==> src/rtl/counter_pkg.sv <==
// rtl/counter_pkg.sv - shared mode constants and parameter legality checks for mod_counter
`ifndef COUNTER_PKG_SV
`define COUNTER_PKG_SV

// Parameter legality checks, evaluated at elaboration by the modules that take these parameters.
`define COUNTER_WIDTH_OK(w)        (counter_pkg::width_ok(w))
`define COUNTER_MOD_MAX_OK(m, w)   (counter_pkg::mod_max_ok(m, w))
`define COUNTER_PRESCALE_OK(p)     (counter_pkg::prescale_ok(p))

package counter_pkg;

    // SAT input encoding
    localparam logic MODE_WRAP = 1'b0;
    localparam logic MODE_SAT  = 1'b1;

    // DIR input encoding
    localparam logic DIR_DOWN  = 1'b0;
    localparam logic DIR_UP    = 1'b1;

    // Supported parameter ranges
    localparam int unsigned WIDTH_MIN    = 2;
    localparam int unsigned WIDTH_MAX    = 32;
    localparam int unsigned PRESCALE_MAX = 65535;

    function automatic bit width_ok(input int unsigned w);
        return (w >= WIDTH_MIN) && (w <= WIDTH_MAX);
    endfunction

    // MOD_MAX must be non-zero and representable in WIDTH bits.
    function automatic bit mod_max_ok(input longint unsigned m, input int unsigned w);
        return (m >= 64'd1) && (m <= ((64'd1 << w) - 64'd1));
    endfunction

    function automatic bit prescale_ok(input int unsigned p);
        return (p >= 1) && (p <= PRESCALE_MAX);
    endfunction

    // Phase register width; a divide-by-one prescaler still keeps a single constant bit.
    function automatic int unsigned prescale_width(input int unsigned p);
        return (p > 1) ? $clog2(p) : 1;
    endfunction

endpackage

`endif

==> src/rtl/tick_prescaler.sv <==
// rtl/tick_prescaler.sv - divides qualified enable cycles down to count steps
module tick_prescaler
    import counter_pkg::*;
#(
    parameter int unsigned PRESCALE = 1
) (
    input  logic clk,
    input  logic Reset,
    input  logic EN,
    input  logic CLR,
    output logic tick
);

    localparam int unsigned     PW   = prescale_width(PRESCALE);
    localparam logic [PW-1:0]   LAST = PW'(PRESCALE - 1);

    generate
        if (!`COUNTER_PRESCALE_OK(PRESCALE)) begin : g_bad_prescale
            $error("tick_prescaler: PRESCALE must be in 1..65535");
        end
    endgenerate

    // Phase of the current prescale window. With PRESCALE=1, LAST is 0 and the
    // register is stuck at zero, so tick collapses to EN.
    logic [PW-1:0] phase;

    // Advance on qualified EN, restart the window on the last phase; CLR and Reset discard a partial window.
    always_ff @(posedge clk) begin
        if (Reset || CLR) begin
            phase <= '0;
        end else if (EN) begin
            if (phase == LAST) begin
                phase <= '0;
            end else begin
                phase <= phase + PW'(1);
            end
        end
    end

    // The step fires on the edge of the PRESCALE-th qualified EN.
    assign tick = EN && (phase == LAST);

endmodule

==> src/rtl/mod_counter.sv <==
// rtl/mod_counter.sv - up/down modulo counter with prescaler, load, wrap/saturate and flags
module mod_counter
    import counter_pkg::*;
#(
    parameter int unsigned     WIDTH    = 8,
    parameter longint unsigned MOD_MAX  = (64'd1 << WIDTH) - 64'd1,
    parameter int unsigned     PRESCALE = 1
) (
    input  logic             clk,
    input  logic             Reset,
    input  logic             EN,
    input  logic             CLR,
    input  logic             LOAD,
    input  logic [WIDTH-1:0] LOAD_VAL,
    input  logic             DIR,
    input  logic             SAT,
    input  logic             FLAG_CLR,
    output logic [WIDTH-1:0] counter,
    output logic             OV,
    output logic             UF,
    output logic             OV_STICKY,
    output logic             UF_STICKY,
    output logic             TC
);

    generate
        if (!`COUNTER_WIDTH_OK(WIDTH)) begin : g_bad_width
            $error("mod_counter: WIDTH must be in 2..32");
        end
        if (!`COUNTER_MOD_MAX_OK(MOD_MAX, WIDTH)) begin : g_bad_mod_max
            $error("mod_counter: MOD_MAX must be >= 1 and fit in WIDTH bits");
        end
    endgenerate

    localparam logic [WIDTH-1:0] MAX_V = MOD_MAX[WIDTH-1:0];

    logic             tick;
    logic [WIDTH-1:0] counter_nxt;
    logic             ov_nxt;
    logic             uf_nxt;

    // LOAD restarts the prescale window as well as CLR, so a load never inherits a partial phase.
    tick_prescaler #(
        .PRESCALE (PRESCALE)
    ) u_prescaler (
        .clk   (clk),
        .Reset (Reset),
        .EN    (EN),
        .CLR   (CLR | LOAD),
        .tick  (tick)
    );

    // Next count and pulse selection: CLR over LOAD over a prescaled step.
    always_comb begin
        counter_nxt = counter;
        ov_nxt      = 1'b0;
        uf_nxt      = 1'b0;
        if (CLR) begin
            counter_nxt = '0;
        end else if (LOAD) begin
            counter_nxt = (LOAD_VAL > MAX_V) ? MAX_V : LOAD_VAL;
        end else if (tick) begin
            if (DIR == DIR_UP) begin
                if (counter == MAX_V) begin
                    // The pulse marks the attempt to pass MOD_MAX, even when saturating.
                    ov_nxt      = 1'b1;
                    counter_nxt = (SAT == MODE_SAT) ? MAX_V : '0;
                end else begin
                    counter_nxt = counter + WIDTH'(1);
                end
            end else begin
                if (counter == '0) begin
                    uf_nxt      = 1'b1;
                    counter_nxt = (SAT == MODE_SAT) ? '0 : MAX_V;
                end else begin
                    counter_nxt = counter - WIDTH'(1);
                end
            end
        end
    end

    // Count register and the single-cycle OV/UF pulses share one edge.
    always_ff @(posedge clk) begin
        if (Reset) begin
            counter <= '0;
            OV      <= 1'b0;
            UF      <= 1'b0;
        end else begin
            counter <= counter_nxt;
            OV      <= ov_nxt;
            UF      <= uf_nxt;
        end
    end

    // Sticky flags latch the registered pulses; a pulse beats a same-cycle FLAG_CLR.
    always_ff @(posedge clk) begin
        if (Reset) begin
            OV_STICKY <= 1'b0;
            UF_STICKY <= 1'b0;
        end else begin
            if (OV) begin
                OV_STICKY <= 1'b1;
            end else if (FLAG_CLR) begin
                OV_STICKY <= 1'b0;
            end
            if (UF) begin
                UF_STICKY <= 1'b1;
            end else if (FLAG_CLR) begin
                UF_STICKY <= 1'b0;
            end
        end
    end

    // Terminal count follows the current direction combinationally.
    assign TC = (DIR == DIR_UP) ? (counter == MAX_V) : (counter == '0);

endmodule

==> config.mk <==
export PLATFORM = sky130hd
export DESIGN_NAME = mod_counter
export DESIGN_NICKNAME = d
export VERILOG_FILES = /design/src/rtl/counter_pkg.sv /design/src/rtl/tick_prescaler.sv /design/src/rtl/mod_counter.sv
export SDC_FILE = /design/constraint.sdc
export NUM_CORES = 1
export LEC_CHECK = 0
export ABC_CLOCK_PERIOD_IN_PS = 2200
export CORE_MARGIN = 3
export CORE_UTILIZATION = 30
export CTS_CLUSTER_SIZE = 30
export DETAILED_ROUTE_END_ITERATION = 12
export DONT_BUFFER_PORTS = 1
export PLACE_DENSITY = 0.48
export REMOVE_ABC_BUFFERS = 1
export SYNTH_ARGS = -nofsm -noshare
export SYNTH_HDL_FRONTEND = slang
export SYNTH_HIERARCHICAL = 1
export SYNTH_SLANG_ARGS = --single-unit
==> constraint.sdc <==
create_clock -name clk -period 2.2 [get_ports clk]
set_clock_uncertainty 0.15 [all_clocks]
set_input_delay 0.44 -clock clk [delete_from_list [all_inputs] [get_ports clk]]
set_output_delay 0.44 -clock clk [all_outputs]
set_load 0.05 [all_outputs]
Word level (Yosys, flattened, before mapping)
Cells that the tools add are included.
{"block": "totals", "in_bits": 16, "register_bits": 13}
{"block": "op_classes", "n_bitwise": 4, "eq_ne": 1, "n_reduce_logical": 9, "add_sub_neg": 3, "n_lt_le_gt_ge": 1, "n_mux": 15}
{"op": "$mux 8", "count": 8}
{"op": "$reduce_or 5->1", "count": 2}
{"op": "$add 8x1->8 const B", "count": 1}
{"op": "$eq 8x8->1 const B", "count": 1}
{"op": "$gt 8x8->1 const B", "count": 1}
{"op": "$logic_not 8->1", "count": 1}
{"op": "$sub 8x1->8 const B", "count": 1}
{"op": "$mux 1", "count": 7}
{"op": "$reduce_bool 2->1", "count": 3}
{"op": "$not 1->1", "count": 3}
{"op": "$reduce_or 2->1", "count": 1}
{"op": "$add 1x1->1 const B", "count": 1}
{"op": "$logic_and 1x1->1", "count": 1}
{"op": "$logic_or 1x1->1", "count": 1}
{"op": "$or 1x1->1", "count": 1}

Logic depth before layout (Yosys ltp)
Gate-level depths: netlist of the first run.
{"block": "depth", "depth_word": 5, "ltp_mapped": 6, "depth_no_buf": 6}

Hierarchy
The synthesis of the first run kept the hierarchy.
{"module": "mod_counter", "seq_area_each_um2": 240.2, "cells_per_inst": 133, "area_per_inst_um2": 1047.3, "n_inst": 1}
{"module": "tick_prescaler", "seq_area_each_um2": 0.0, "cells_per_inst": 1, "area_per_inst_um2": 7.5, "n_inst": 1}

Least setup slack after synthesis of the first run
Ideal clock, no wire load.
{"block": "synth_timing", "path_kind": "register -> output", "start": "reg counter[1]", "end": "out TC", "n_path_buf": 1, "path_stages_with_launch": 6, "setup_slack_ps": -1085, "arrival_time_ps": 2695, "required_time_ps": 1610, "path_cell_list": "dfxtp_1 -> ha_1 -> and3_1 -> clkbuf_1 -> nand3_1 -> o21ai_0"}
{"block": "synth_via", "elab_chain_len": 2, "word_cells_on_any_way": 3, "cone_classes": "eq/ne (1); mux (1); reduce/logical (1)"}
{"element": "start, declared", "line": "mod_counter.sv:18", "text": "output logic [WIDTH-1:0] counter,"}
{"element": "start signal, assigned", "line": "mod_counter.sv:89", "text": "counter <= counter_nxt;"}
{"element": "$eq 8x8->1 or $logic_not 8->1 (tied branches)", "line": "mod_counter.sv:115", "text": "assign TC = (DIR == DIR_UP) ? (counter == MAX_V) : (counter == '0);"}
{"element": "$mux 1 *", "line": "mod_counter.sv:115"}
{"element": "end, declared", "line": "mod_counter.sv:23", "text": "output logic TC"}
Mark *: on every way between the ends. The rest lies on a longest branch, timed or not.

Final worst setup path of the first run
Ends and elaborated chain as after synthesis.

==> results.yml, run 1 <==
outcome:
  outcome: "complete, no violations"
routing:
  routed_wl_um: 3513
  drt_iter0_markers: 54
  drtAntennaViolNets: 0
  avgRoutedWirePerCell_um: 17.92
  vias_per_cell: 5.740
  drt-pass1-iter-count: 4
  drc_errors: 0
  vias: 1125
pwr:
  p_clk_frac: 0.287
  leakagePower_uw: 0.0005114
  power_switching_uw: 224.4
  p_seq_frac: 0.377
  swShare: 0.3494
  p_comb_frac: 0.336
  power_uw: 642.3
  p_per_area_nw_per_um2: 485.2
  ir_drop_mv: 0.2201
  intPower_uw: 417.9
sta:
  min_period_over_period: 0.9637
  hold_viol: 0
  slew_viol_final: 0
  clock.fmax_mhz: 471.7
  worst_pin_slew_ns: 0.5143
  setup_viol: 0
  period_minus_slack_ns: 2.120
  slew_headroom: 0.6567
  finalSetupTns_ns: 0
place:
  dp.final_hpwl_um: 2772
  gp_congestion: 0.8854
  io_buffers: 0
finish:
  fin_nets: 172
  antenna_cells: 0
  seq_area_um2: 257.7
  fillCellCount: 360
  synthToLayoutAreaGrowth_pct: 26.25
  multiInputGateArea_um2: 758.2
  drive_gt1_frac: 0.3224
clocking:
  clock_path_buffers: 2
  cts_max_level: 1
  cts_tree: "yes"
  numCtsBuffers: 3
  insertion_delay_ns: 0.28
  clock_sinks: 12
  path_clk_slew_ns: 0.08
  cts_hold_buf: 0
  ctsRootBufferMaster: "clkbuf_4"
floorplan:
  ioPinCount: 29
  die_h_um: 65.12
  die_w_um: 65.12
  initial_utilization: 0.3273
  die_area_um2: 4241
  placeableCoreArea_um2: 3203
  num_rows: 20
grt:
  grt_pass1_wl_um: 5326
  grt_usage: 0.1659
  antenna_found_initial: 0
  grt_pass1_vias: 1067
  grt_start_max_net_pins: 14
  overflow: 0
yosys:
  netlist_instances: 133
  ys_warn_count: 6
  synth.avg_cell_area_um2: 7.884
  syn_area_um2: 1049
critical_path:
  arrival_ns: 1.53
  crit_path_end_kind: "output port"
  critPathKind: "flip-flop to output port"
  start_kind: "flip-flop"
  cp_max_fo: 4
  required_ns: 1.61
min_path:
  holdCritPathClass: "input pin to flip-flop"
run:
  cap_violations: 0
==> path summary, 6_finish.rpt <==
check | slack, ns | endpoint | startpoint | cells after the start
setup / recovery | 0.08 | TC | counter[1] | 7
hold / removal | 0.07 | UF_STICKY | Reset | 1
setup reg to reg | 0.29 | counter[5] | counter[0] | 5
hold reg to reg | 0.59 | OV | counter[7] | 3
==> final cells by class <==
cell class	instances	area share
Tap cell	44	0.04159
Inverter	8	0.02457
Multi-Input combinational cell	104	0.5728
Sequential cell	12	0.1947
Timing Repair Buffer	24	0.1389
Clock buffer	4	0.02741
==> what timing repair did <==
item / CTS / global route
resized for setup: 8 / 14
endpoints found under the setup margin: 1 / 1
pin swaps: 0 / 2
setup buffers: 1 / 2
==> stage by stage <==
stage | hold slack, ns | setup WS, ns | utilization | cell area, um2 | cells
4_1_cts | 0.06340 | 0.005521 | 0.3945 | 1264 | 194
6_report | 0.06858 | 0.07989 | 0.4133 | 1324 | 196
3_5_place_dp | 0.3667 | 0.2510 | 0.3766 | 1206 | 189
5_1_grt | 0.05344 | -0.01840 | 0.4133 | 1324 | 196
2_1_floorplan | 0.3624 | -1.027 | - | 993.5 | 124
3_3_place_gp | 0.3652 | 0.2613 | 0.3766 | 1206 | 189
==> critical path: stages, from the launching register on <==
cell and delay [ns]:
dfxtp_4 0.36, inv_2 0.08, ha_4 0.15, nor2b_4 0.14, and3_4 0.19, nand2_1 0.05
o21ai_1 0.10, buf_6 0.18
==> layer usage <==
metal | up-vias | global-route usage | routed length, um
li1 | 552 | - | -
met1 | 529 | 0.1920 | 1469
met2 | 42 | 0.2835 | 1758
met3 | 2 | 0.06154 | 248
met4 | 0 | 0.05181 | 36
met5 | - | 0 | 0
==> power by group through the flow <==
stage          clock, uW  sequential, uW  combinational, uW
5_1_grt              209             244                234
2_1_floorplan          0             276                102
3_5_place_dp           0             248                194
4_1_cts              192             244                202
6_report             184             242                216
3_3_place_gp           0             248                193
==> flip-flops by register name, indices dropped and copies added, names as in the netlist <==
register	flops
UF_STICKY	1
counter	8
UF	1
OV	1
OV_STICKY	1
==> cells in the final DEF (no fill, tap or decap), types with 3 or more instances in the layout <==
cell / count
buf_4: 23
a21oi_1: 8
nor2_1: 7
dfxtp_1: 6
inv_1: 6
nand2_1: 6
a31oi_1: 6
o21ai_0: 6
nand3_1: 6
and3_1: 5
or3_1: 4
nor3_1: 4
dfxtp_4: 4
a41oi_1: 3
nor3b_1: 3
clkbuf_4: 3
Power figures use the tool's default switching activity.
==> run 2, diff against run 1 <==
--- a/config.mk
+++ b/config.mk
@@ -13,6 +13,7 @@
 export DONT_BUFFER_PORTS = 1
 export PLACE_DENSITY = 0.48
 export REMOVE_ABC_BUFFERS = 1
+export SLEW_MARGIN = 20
 export SYNTH_ARGS = -nofsm -noshare
 export SYNTH_HDL_FRONTEND = slang
 export SYNTH_HIERARCHICAL = 1
==> results of run 2 <==
Same layout as run 1: the final DEF is identical, and so are final timing and power.
